**src/rtl/uart_config_pkg.sv**
```systemverilog
// Shared UART framing constants and a helper that converts baud settings
// into clock counts, used by parents to size idle timeouts in character times.
package uart_config;

  localparam int UART_WIDTH = 8;
  localparam int UART_PADS  = 2;

  // Clocks for one full character (data bits plus start/stop), baud divisor rounded.
  function automatic int unsigned clks_per_char(input int unsigned clk_freq,
                                                input int unsigned baud_rate);
    return ((clk_freq + baud_rate / 2) / baud_rate) * (UART_WIDTH + UART_PADS);
  endfunction

endpackage

```
**src/rtl/uart_rx_framer_timer.sv**
```systemverilog
// Loadable idle down-counter: clear reloads, enable counts down, and expire
// flags an enabled cycle spent at zero. Also intended for the tx watchdog.
module rx_idle_timer #(
  parameter int WIDTH = 17
) (
  input  logic             clk,
  input  logic             arstn,
  input  logic             clear,
  input  logic             en,
  input  logic [WIDTH-1:0] load_val,
  output logic             expire
);

  logic [WIDTH-1:0] cnt;

  always_ff @(posedge clk or negedge arstn) begin
    if (!arstn) begin
      cnt <= '0;
    end else if (clear) begin
      cnt <= load_val;
    end else if (en && cnt != '0) begin
      cnt <= cnt - 1'b1;
    end
  end

  // Deliberately independent of clear so the parent may fold expiry into clear.
  assign expire = en && (cnt == '0);

endmodule

```
**src/rtl/uart_rx_framer.sv**
```systemverilog
// Packs UART bytes (first byte in the LSBs) into DATA_WIDTH-bit packets and
// discards a partial packet when the gap between its bytes grows too long.
module uart_rx_framer
  import uart_config::*;
#(
  parameter int DATA_WIDTH   = 24,
  parameter int TIMEOUT_CLKS = 100_000,
  parameter int CNT_WIDTH    = 16
) (
  input  logic                  clk,
  input  logic                  arstn,
  input  logic                  flush,
  input  logic [7:0]            s_axis_tdata,
  input  logic                  s_axis_tvalid,
  output logic                  s_axis_tready,
  output logic [DATA_WIDTH-1:0] m_axis_tdata,
  output logic                  m_axis_tvalid,
  input  logic                  m_axis_tready,
  output logic                  timeout_drop,
  output logic [CNT_WIDTH-1:0]  drop_count,
  output logic                  partial
);

  localparam int BYTES = DATA_WIDTH / UART_WIDTH;
  localparam int IW    = (BYTES > 1) ? $clog2(BYTES) : 1;
  localparam logic [IW-1:0] LAST_IDX = IW'(BYTES - 1);

  localparam logic [0:0] ASSEMBLE = 1'b0;
  localparam logic [0:0] HOLD     = 1'b1;

  generate
    if (DATA_WIDTH % UART_WIDTH != 0 || DATA_WIDTH < UART_WIDTH) begin : g_bad_width
      $error("uart_rx_framer: DATA_WIDTH must be a non-zero multiple of 8");
    end
  endgenerate

  logic [0:0]    state, state_nxt;
  logic [IW-1:0] idx, idx_nxt;
  logic          hs;
  logic          expire;
  logic          drop;

  assign s_axis_tready = (state == ASSEMBLE) && !flush;
  assign hs            = s_axis_tvalid && s_axis_tready;
  // A byte arriving on the expiry cycle rescues the packet; flush also suppresses a drop.
  assign drop          = expire && !hs && !flush;

  always_comb begin
    state_nxt = state;
    idx_nxt   = idx;
    if (state == HOLD) begin
      if (m_axis_tready) state_nxt = ASSEMBLE;
    end else if (flush || drop) begin
      idx_nxt = '0;
    end else if (hs) begin
      if (idx == LAST_IDX) begin
        idx_nxt   = '0;
        state_nxt = HOLD;
      end else begin
        idx_nxt = idx + 1'b1;
      end
    end
  end

  always_ff @(posedge clk or negedge arstn) begin
    if (!arstn) begin
      state         <= ASSEMBLE;
      idx           <= '0;
      m_axis_tvalid <= 1'b0;
      partial       <= 1'b0;
      timeout_drop  <= 1'b0;
      drop_count    <= '0;
    end else begin
      state         <= state_nxt;
      idx           <= idx_nxt;
      m_axis_tvalid <= (state_nxt == HOLD);
      partial       <= (state_nxt == ASSEMBLE) && (idx_nxt != '0);
      timeout_drop  <= drop;
      if (drop && drop_count != {CNT_WIDTH{1'b1}}) drop_count <= drop_count + 1'b1;
    end
  end

  // Bytes land in place; stale bytes after a drop are overwritten by the next packet.
  always_ff @(posedge clk or negedge arstn) begin
    if (!arstn) begin
      m_axis_tdata <= '0;
    end else begin
      for (int b = 0; b < BYTES; b++) begin
        if (hs && idx == IW'(b)) m_axis_tdata[UART_WIDTH*b +: UART_WIDTH] <= s_axis_tdata;
      end
    end
  end

  generate
    if (TIMEOUT_CLKS > 0) begin : g_timer
      localparam int TW = (TIMEOUT_CLKS > 1) ? $clog2(TIMEOUT_CLKS) : 1;
      logic timer_en;
      logic timer_clear;

      // Only a partially assembled packet is timed; HOLD backpressure never is.
      assign timer_en    = (state == ASSEMBLE) && (idx != '0);
      assign timer_clear = !timer_en || hs || flush || drop;

      rx_idle_timer #(.WIDTH(TW)) u_timer (
        .clk      (clk),
        .arstn    (arstn),
        .clear    (timer_clear),
        .en       (timer_en),
        .load_val (TW'(TIMEOUT_CLKS - 1)),
        .expire   (expire)
      );
    end else begin : g_no_timer
      assign expire = 1'b0;
    end
  endgenerate

endmodule
```
**config.mk**
```make
export PLATFORM = sky130hd
export DESIGN_NAME = uart_rx_framer
export DESIGN_NICKNAME = d
export VERILOG_FILES = /design/src/rtl/uart_config_pkg.sv /design/src/rtl/uart_rx_framer_timer.sv /design/src/rtl/uart_rx_framer.sv
export SDC_FILE = /design/constraint.sdc
export NUM_CORES = 1
export LEC_CHECK = 0
export BUFFER_PORTS_ARGS = -buffer_cell sky130_fd_sc_hd__buf_4
export CELL_PAD_IN_SITES_DETAIL_PLACEMENT = 1
export CELL_PAD_IN_SITES_GLOBAL_PLACEMENT = 1
export CORE_ASPECT_RATIO = 1.75
export CORE_MARGIN = 4
export CORE_UTILIZATION = 41
export CTS_BUF_LIST = sky130_fd_sc_hd__clkbuf_8
export CTS_CLUSTER_SIZE = 30
export DETAILED_ROUTE_END_ITERATION = 6
export GPL_TIMING_DRIVEN = 0
export PLACE_DENSITY = 0.76
export SETUP_SLACK_MARGIN = 0.2
export SYNTH_ARGS = -nofsm -noshare
export SYNTH_HDL_FRONTEND = slang
export SYNTH_HIERARCHICAL = 1
export SYNTH_SLANG_ARGS = --single-unit
export TNS_END_PERCENT = 1
```
**constraint.sdc**
```tcl
create_clock -name clk -period 2.8 [get_ports clk]
set_input_delay 0.56 -clock clk [delete_from_list [all_inputs] [get_ports clk]]
set_output_delay 0.56 -clock clk [all_outputs]
set_load 0.01 [all_outputs]
```
# Word-level counts from Yosys, hierarchy flattened
# Cells that the tools add are included.
# W data, S select, Z words.
[totals]
reg_bits = 62
elab_cells = 53
[op_classes]
n_addsub = 3
n_eq_ne = 3
n_mux = 11
bitwise_logic = 2
reduce_logical = 25
[op_table]
columns = ["op", "n"]
rows = [
  ["$mux W17", 2],
  ["$logic_not A17 Y1", 1],
  ["$reduce_bool A17 Y1", 1],
  ["$sub A17 B1 Y17 const B", 1],
  ["$add A16 B1 Y16 const B", 1],
  ["$ne A16 B16 Y1 const B", 1],
  ["$logic_and A1 B1 Y1", 12],
  ["$mux W2", 4],
  ["$reduce_bool A2 Y1", 3],
  ["$mux W1", 5],
  ["$logic_or A1 B1 Y1", 4],
  ["$logic_not A1 Y1", 3],
  ["$add A2 B1 Y2 const B", 1],
  ["$eq A2 B1 Y1 const B", 1],
  ["$eq A2 B2 Y1 const B", 1],
  ["$logic_not A2 Y1", 1],
  ["$not A1 Y1", 2],
]

# Logic depth before layout (Yosys ltp)
# Gate-level depths: netlist (run 1).
[logic_depth]
ltp_word = 11
mapped_depth = 13
ltp_nobuf = 11

# Cells and area by module
# The synthesis (run 1) kept the hierarchy.
[modules_own_cells]
columns = ["module", "n_inst", "cells_each", "area_per_inst_um2"]
rows = [
  ["uart_rx_framer", 1, 152, 1933.1],
  ["rx_idle_timer", 1, 133, 1164.9],
]

# Least setup slack after synthesis (run 1)
# OpenSTA, ideal clock, no wires.
[synth_timing]
kind = "flip-flop to flip-flop"
start = "register state"
end = "register g_timer.u_timer.cnt[0]"
setup_time_ns = 0.132
arrival_time_ns = 2.456
slack_ns = 0.212
path_stages_with_launch = 12
n_path_buf = 2
synth_period_minus_slack_ns = 2.588
cell_sequence = "dfrtp_1 -> nor2_1 -> nor4b_4 -> nand4_1 -> nor3_1 -> nor2_1 -> nand3b_1 -> clkbuf_1 -> clkinv_1 -> clkbuf_1 -> o2111ai_1 -> nand3_1"
[synth_lines]
columns = ["item", "line", "rtl"]
rows = [
  ["start: declaration", "uart_rx_framer.sv:37", "logic [0:0] state, state_nxt;"],
  ["start signal: assignment", "uart_rx_framer.sv:74", "state <= state_nxt;"],
  ["$not A1 Y1 (*)", "uart_rx_framer.sv:101", "assign timer_en = (state == ASSEMBLE) && (idx != '0);"],
  ["$logic_and A1 B1 Y1 (*)", "uart_rx_framer.sv:101", ""],
  ["via g_timer.timer_en", "uart_rx_framer.sv:97", "logic timer_en;"],
  ["$logic_and A1 B1 Y1 (*)", "uart_rx_framer_timer.sv:27", "assign expire = en && (cnt == '0);"],
  ["via expire", "uart_rx_framer.sv:40", "logic expire;"],
  ["$logic_and A1 B1 Y1 (*) (2 in a row)", "uart_rx_framer.sv:46", "assign drop = expire && !hs && !flush;"],
  ["$logic_or A1 B1 Y1 (*)", "uart_rx_framer.sv:102", "assign timer_clear = !timer_en || hs || flush || drop;"],
  ["via g_timer.timer_clear", "uart_rx_framer.sv:98", "logic timer_clear;"],
  ["$mux W17 / $reduce_bool A2 Y1 (equally long branches)", "n/a", ""],
  ["end signal: assignment", "uart_rx_framer_timer.sv:20", "cnt <= load_val;"],
  ["end signal: assignment", "uart_rx_framer_timer.sv:22", "cnt <= cnt - 1'b1;"],
  ["end: declaration", "uart_rx_framer_timer.sv:14", "logic [WIDTH-1:0] cnt;"],
]
# The timed path passes the listed nets; every way through them passes the cells marked *.
# A chain may end at the register's enable or synchronous reset.

# Worst setup path after layout (run 1)
[layout_timing]
start = "register g_timer.u_timer.cnt[0]"
end = "register g_timer.u_timer.cnt[14]"
[layout_between]
elab_chain_len = 6
[layout_rtl]
columns = ["item", "line"]
rows = [
  ["$logic_not A17 Y1 (*)", "uart_rx_framer_timer.sv:27"],
  ["$logic_and A1 B1 Y1 (*)", "uart_rx_framer_timer.sv:27"],
  ["via expire", "uart_rx_framer.sv:40"],
  ["$logic_and A1 B1 Y1 (*) (2 in a row)", "uart_rx_framer.sv:46"],
  ["$logic_or A1 B1 Y1 (*)", "uart_rx_framer.sv:102"],
  ["via g_timer.timer_clear", "uart_rx_framer.sv:98"],
  ["$mux W17 / $reduce_bool A2 Y1 (equally long branches)", "n/a"],
]
# The timed path passes the listed nets; every way through them passes the cells marked *. The select of a mux whose other input is x is not followed.

==> results of run 1 <==
metal layers:
layer / part of all wire (%) / GRT usage, % / up-vias
li1: - / - / 1227
met1: 37 / 22.1 / 1320
met2: 56 / 35.9 / 43
met3: 3.8 / 4.39 / 17
met4: 3.1 / 9.98 / 0
met5: 0 / 0 / -
final timing paths:
check	slack (ns)	cells past startpoint	start	endpoint
setup / recovery	0.34	11	g_timer.u_timer/cnt[0]$_DFFE_PN0P_	g_timer.u_timer/cnt[14]$_DFFE_PN0P_
max in group asynchronous	1.92	1	arstn	state$_DFF_PN0_
min in group clk	0.40	2	m_axis_tready	state$_DFF_PN0_
setup reg to reg	0.34	11	g_timer.u_timer/cnt[0]$_DFFE_PN0P_	g_timer.u_timer/cnt[14]$_DFFE_PN0P_
hold reg to reg	0.51	1	drop_count[15]$_DFFE_PN0P_	drop_count[15]$_DFFE_PN0P_
hold / removal	0.29	1	arstn	g_timer.u_timer/cnt[0]$_DFFE_PN0P_
cells in the mapped netlist (3+ instances only):
cell / instances / share of area, %
mux2_2: 26 / 9.5
o21ai_0: 6 / 0.97
or4_1: 4 / 0.97
dfrtp_1: 62 / 50
nand3_1: 12 / 1.9
nand2b_1: 3 / 0.61
a31oi_1: 4 / 0.81
a21oi_1: 7 / 1.1
and3_1: 3 / 0.61
clkbuf_1: 6 / 0.73
nand4_1: 13 / 2.6
nor4_1: 5 / 1.0
nor2_1: 19 / 2.3
a2bb2oi_1: 3 / 0.85
xor2_1: 14 / 4.0
inv_1: 7 / 0.85
nand2_1: 18 / 2.2
o21ai_1: 6 / 0.97
nor3_1: 11 / 1.8
a211o_1: 3 / 0.85
power breakdown:
part | internal [W] | total [W] | switching [W]
Clock | 0.000439 | 0.000821 | 0.000382
Sequential | 0.00103 | 0.00113 | 0.0000972
Combinational | 0.000295 | 0.000548 | 0.000253
cell families after synthesis:
kind of cell,share of synthesized area (%)
flops,50.1
mux,9.45
fa+ha+maj,0.808
other cells,0.242
buf+inv,2.71
xor+xnor,3.96
compound gates,10.1
simple gates,22.7
sequential cells by signal (all words and copies together), names as in the netlist:
name,flops
m_axis_tdata,24
g_timer.u_timer/cnt,17
drop_count,16
idx,2
partial,1
state,1
timeout_drop,1
critical path, cell delays in order, from the launching register on:
cell and delay [ns]:
dfrtp_1 0.40, inv_2 0.10, ha_4 0.17, nor4b_4 0.24, nand4_1 0.21, nor3_2 0.24, nor2_1 0.10, nand3b_1 0.21
buf_6 0.16, clkinv_2 0.11, o311a_1 0.13, a211o_1 0.27
final cells by class:
cell class / instances / area (sq um) / share of cell area (%)
clock buffers: 10 / 138 / 3.42
flip-flops and latches: 62 / 1550 / 38.6
inverters: 8 / 31.3 / 0.777
well taps: 86 / 108 / 2.67
plain buffers: 10 / 73.8 / 1.83
repair buffers: 67 / 500 / 12.4
multi-input cells: 220 / 1550 / 38.6
clock inverters: 6 / 71.3 / 1.77
per-stage QoR:
stage          power, W  worst slack (ns)
3_3_place_gp    0.00165            -0.628
3_5_place_dp    0.00168            -0.768
2_1_floorplan   0.00138             0.212
4_1_cts         0.00252             0.126
5_1_grt         0.00263             0.176
6_report        0.00250             0.339
repair_timing:
action	in CTS	in global routing
pin swaps	0	3
resized for setup	10	11
gates cloned	0	1
setup buffers	2	9
endpoints found under the setup margin	31	28
placed cells by master, fill, tap and decap left out, drive strengths merged, types with 3 or more instances in the layout:
cell type  instances
inv                7
nand3             12
clkbuf            15
o31ai              3
nand2             19
clkinv             4
a2bb2oi            3
nor4               6
a21oi              7
or4                4
mux2              26
a211o              3
a31oi              4
nor4b              3
dfrtp             62
and3               3
nand2b             4
nand4             14
nor2              20
conb              17
buf               72
nor3              13
o21ai             12
xor2              14
==> impl_metrics.toml, run 1 <==
[detailed_routing]
first_iter_violations = 101
vias = 2607
viasPerCell = 5.56
drc_errors = 0
first_pass_iters = 4
wl_per_cell_microns = 17.9
drtAntennaViolNets = 0
routed_wl_microns = 8410

[clocking]
insertion_delay_ns = 0.35
cts_buffer_depth = 2
cts_tree = "done"
htree_levels = 3
cts-root-buf = "clkbuf_8"
cts_made_buffers = 9
cts_num_sinks = 62
path_clk_slew_ns = 0.07
hold_buffers = 0

[timing]
period_minus_slack_ns = 2.46
hold_ws_ns = 0.287
setup_tns_ns = 0
rsz0062_at_grt = "yes"
clock.fmax_mhz = 406
drv_slew = 0
slew_headroom_pct = 46.0
post-route-period-util_pct = 87.9
final-setup-viol-count = 0
tightest_slew_ns = 0.810
hold_violations = 0
clock_skew_ns = 0.00556

[die]
io-pin-count = 57
die_y_microns = 123
core-area_sq_um = 7280
std_cell_rows = 41
die_area_sq_um = 9070
die_w_microns = 73.7
start_util_pct = 42.5

[synthesis]
ys.flop_type = "dfrtp_1"
synth_warnings = 6
synth_edf_count = 0
synth-seq-cells = 62
syn_inst = 285
syn_area_sq_um = 3100
async_reset_ff_share_pct = 100
synth_cell_types = 57
yosysSeqAreaShare_pct = 50.1
syn_avg_cell_area_sq_um = 10.9

[worst_setup_path]
arrival_ns = 2.70
endpoint_kind = "register"
required_ns = 3.04
worstSetupPathType = "reg2reg"
startpoint_type = "register"
path_max_fanout = 6

[final_layout]
insertedDiodeCount = 0
nNetsFinal = 393
fin_util_pct = 55.3
fillCellCount = 823
fin_cells = 469
layout-drive-gt1-share_pct = 36.0
syn_to_final_growth_pct = 30.0
design_area_sq_um = 4030

[place]
dp.cells = 441
place_congestion = 0.762
place_area_sq_um = 3670
hpwlAfterDp_microns = 5920
port_buffers = 55

[flow_run]
maxCapViolations = 0

[global_route]
grtUsageTotal_pct = 20.2
grt_max_degree = 63
antenna_found_initial = 0
grt_pass1_vias = 2799
grt_pass1_wl_microns = 13900
gr-total-overflow = 0

[power_and_ir_drop]
power_leakage_nw = 1.92
p_per_area_nw_per_um2 = 620
peakVddDrop_uv = 462

[outcome]
status = "finished, final reports clean"

[min_path]
hold_path.class = "in2async"
(Power assumes the default switching activity.)
==> run 2: changes to the inputs <==
--- a/config.mk
+++ b/config.mk
@@ -10,12 +10,13 @@
 export CELL_PAD_IN_SITES_GLOBAL_PLACEMENT = 1
 export CORE_ASPECT_RATIO = 1.75
 export CORE_MARGIN = 4
-export CORE_UTILIZATION = 41
-export CTS_BUF_LIST = sky130_fd_sc_hd__clkbuf_8
+export CORE_UTILIZATION = 39
+export CTS_BUF_LIST = sky130_fd_sc_hd__clkbuf_16
 export CTS_CLUSTER_SIZE = 30
 export DETAILED_ROUTE_END_ITERATION = 6
 export GPL_TIMING_DRIVEN = 0
-export PLACE_DENSITY = 0.76
+export MAX_ROUTING_LAYER = met4
+export PLACE_DENSITY = 0.72
 export SETUP_SLACK_MARGIN = 0.2
 export SYNTH_ARGS = -nofsm -noshare
 export SYNTH_HDL_FRONTEND = slang
==> impl_metrics.toml, run 2 (same netlist as run 1, synthesis figures left out) <==
[outcome]
status = "finished, final reports clean"

[clocking]
cts_made_buffers = 9
cts_buffer_depth = 2
htree_levels = 3
cts_num_sinks = 62
cts-root-buf = "clkbuf_16"
hold_buffers = 0
cts_tree = "done"
path_clk_slew_ns = 0.05
insertion_delay_ns = 0.33

[power_and_ir_drop]
power.total_w = 0.00293
p_per_area_nw_per_um2 = 713
peakVddDrop_uv = 482
power_leakage_nw = 1.95

[worst_setup_path]
startpoint_type = "register"
critPathMaxStageDelay_ns = 0.41
required_ns = 3.01
endpoint_kind = "register"
path_max_fanout = 10
arrival_ns = 2.66
crit_start = "g_timer.u_timer/cnt[1]$_DFFE_PN0P_"
cp_cell_sequence = "inv_1 -> ha_4 -> nor4b_4 -> nand4_1 -> nor3_2 -> nor2_1 -> nand3b_1 -> buf_8 -> clkinv_2 -> o311a_1 -> a211o_1"
slowest_stage = "dfrtp_1"
rr_startpoint = "g_timer.u_timer/cnt[1]$_DFFE_PN0P_"
worstSetupPathType = "reg2reg"

[final_layout]
top_register = "m_axis_tdata"
fillCellCount = 867
final_common_cell = "dfrtp_1"
fin_cells = 463
insertedDiodeCount = 0
layout-drive-gt1-share_pct = 34.1
nNetsFinal = 386
reg_top3 = "m_axis_tdata (24), g_timer.u_timer/cnt (17), drop_count (16)"
design_area_sq_um = 4100
syn_to_final_growth_pct = 32.4
fin_util_pct = 53.5
final_cell_mix = "dfrtp_1, buf_4, mux2_2"
largest_register_ffs = 24

[detailed_routing]
wl_per_cell_microns = 18.4
vias = 2569
routed_wl_microns = 8540
viasPerCell = 5.55
drc_errors = 0
drtAntennaViolNets = 0
first_iter_violations = 104
first_pass_iters = 5

[global_route]
grtUsageMet3_pct = 4.39
top_usage_layer = "met2"
grt_max_degree = 63
grtUsageTotal_pct = 19.8
grt_pass1_vias = 2768
use_met2_pct = 34.5
gr-total-overflow = 0
antenna_found_initial = 0
met1_usage_pct = 20.3
grt_pass1_wl_microns = 13700

[timing]
drv_slew = 0
final-setup-viol-count = 0
clock_skew_ns = 0.00385
post-route-period-util_pct = 87.6
clock.fmax_mhz = 408
hold_ws_ns = 0.327
period_minus_slack_ns = 2.45
tightest_slew_ns = 0.809
hold_violations = 0
slew_headroom_pct = 46.1
rsz0062_at_grt = "yes"

[die]
die_w_microns = 75.4
std_cell_rows = 42
die_y_microns = 126
die_area_sq_um = 9490
start_util_pct = 40.4
io-pin-count = 57
core-area_sq_um = 7670

[place]
place_congestion = 0.749
hpwlAfterDp_microns = 5930
place_area_sq_um = 3680
port_buffers = 55
dp.cells = 443

[flow_run]
maxCapViolations = 0

[min_path]
hold_path.class = "in2async"
run 2: metal layers:
metal	vias up	wire length, microns
met1	1297	3150
met4	0	202
met3	17	215
li1	1211	-
met5	-	0
met2	44	4970
run 2: worst max-delay path, delay by kind of cell (launching register included):
kind	cells	cell delay (ns)
flip-flops	1	0.41
adder cells (fa/ha/maj)	1	0.16
buffers and inverters	3	0.38
AO/OA/AOI/OAI	2	0.41
AND/OR/NAND/NOR	5	0.95
run 2: power breakdown:
part           internal, W  switching (W)
Combinational     0.000287       0.000242
Clock             0.000863       0.000399
Sequential         0.00103       0.000100
Total              0.00218       0.000742
run 2: worst paths after layout:
kind	cells after the start	endpoint	slack (ns)
min in group clk	2	state$_DFF_PN0_	0.44
hold reg to reg	1	m_axis_tdata[13]$_DFFE_PN0P_	0.50
setup reg to reg	11	g_timer.u_timer/cnt[14]$_DFFE_PN0P_	0.35
setup / recovery	11	g_timer.u_timer/cnt[14]$_DFFE_PN0P_	0.35
hold / removal	1	g_timer.u_timer/cnt[2]$_DFFE_PN0P_	0.33
max in group asynchronous	1	g_timer.u_timer/cnt[15]$_DFFE_PN0P_	1.94
run 2: cell type report:
| type | count | area, sq um | share of cell area, % |
|---|---|---|---|
| clock buffer | 9 | 225 | 5.49 |
| inverter | 8 | 31.3 | 0.762 |
| tap | 88 | 110 | 2.68 |
| timing repair buffer | 60 | 450 | 11.0 |
| buffer | 10 | 77.6 | 1.89 |
| clock inverter | 6 | 111 | 2.71 |
| sequential | 62 | 1550 | 37.8 |
| multi-input combinational | 220 | 1550 | 37.7 |
run 2: through the flow:
stage / setup TNS [ns] / setup slack (ns)
5_1_grt: 0 / 0.178
6_report: 0 / 0.348
4_1_cts: 0 / 0.243
3_3_place_gp: -7.84 / -0.615
2_1_floorplan: 0 / 0.212
3_5_place_dp: -8.26 / -0.657
run 2: what timing repair did:
item	in CTS	in global routing
endpoints found under the hold margin	0	0
gates resized for setup	13	6
pin swaps	3	2
setup endpoints to repair	32	15
setup buffers	4	1
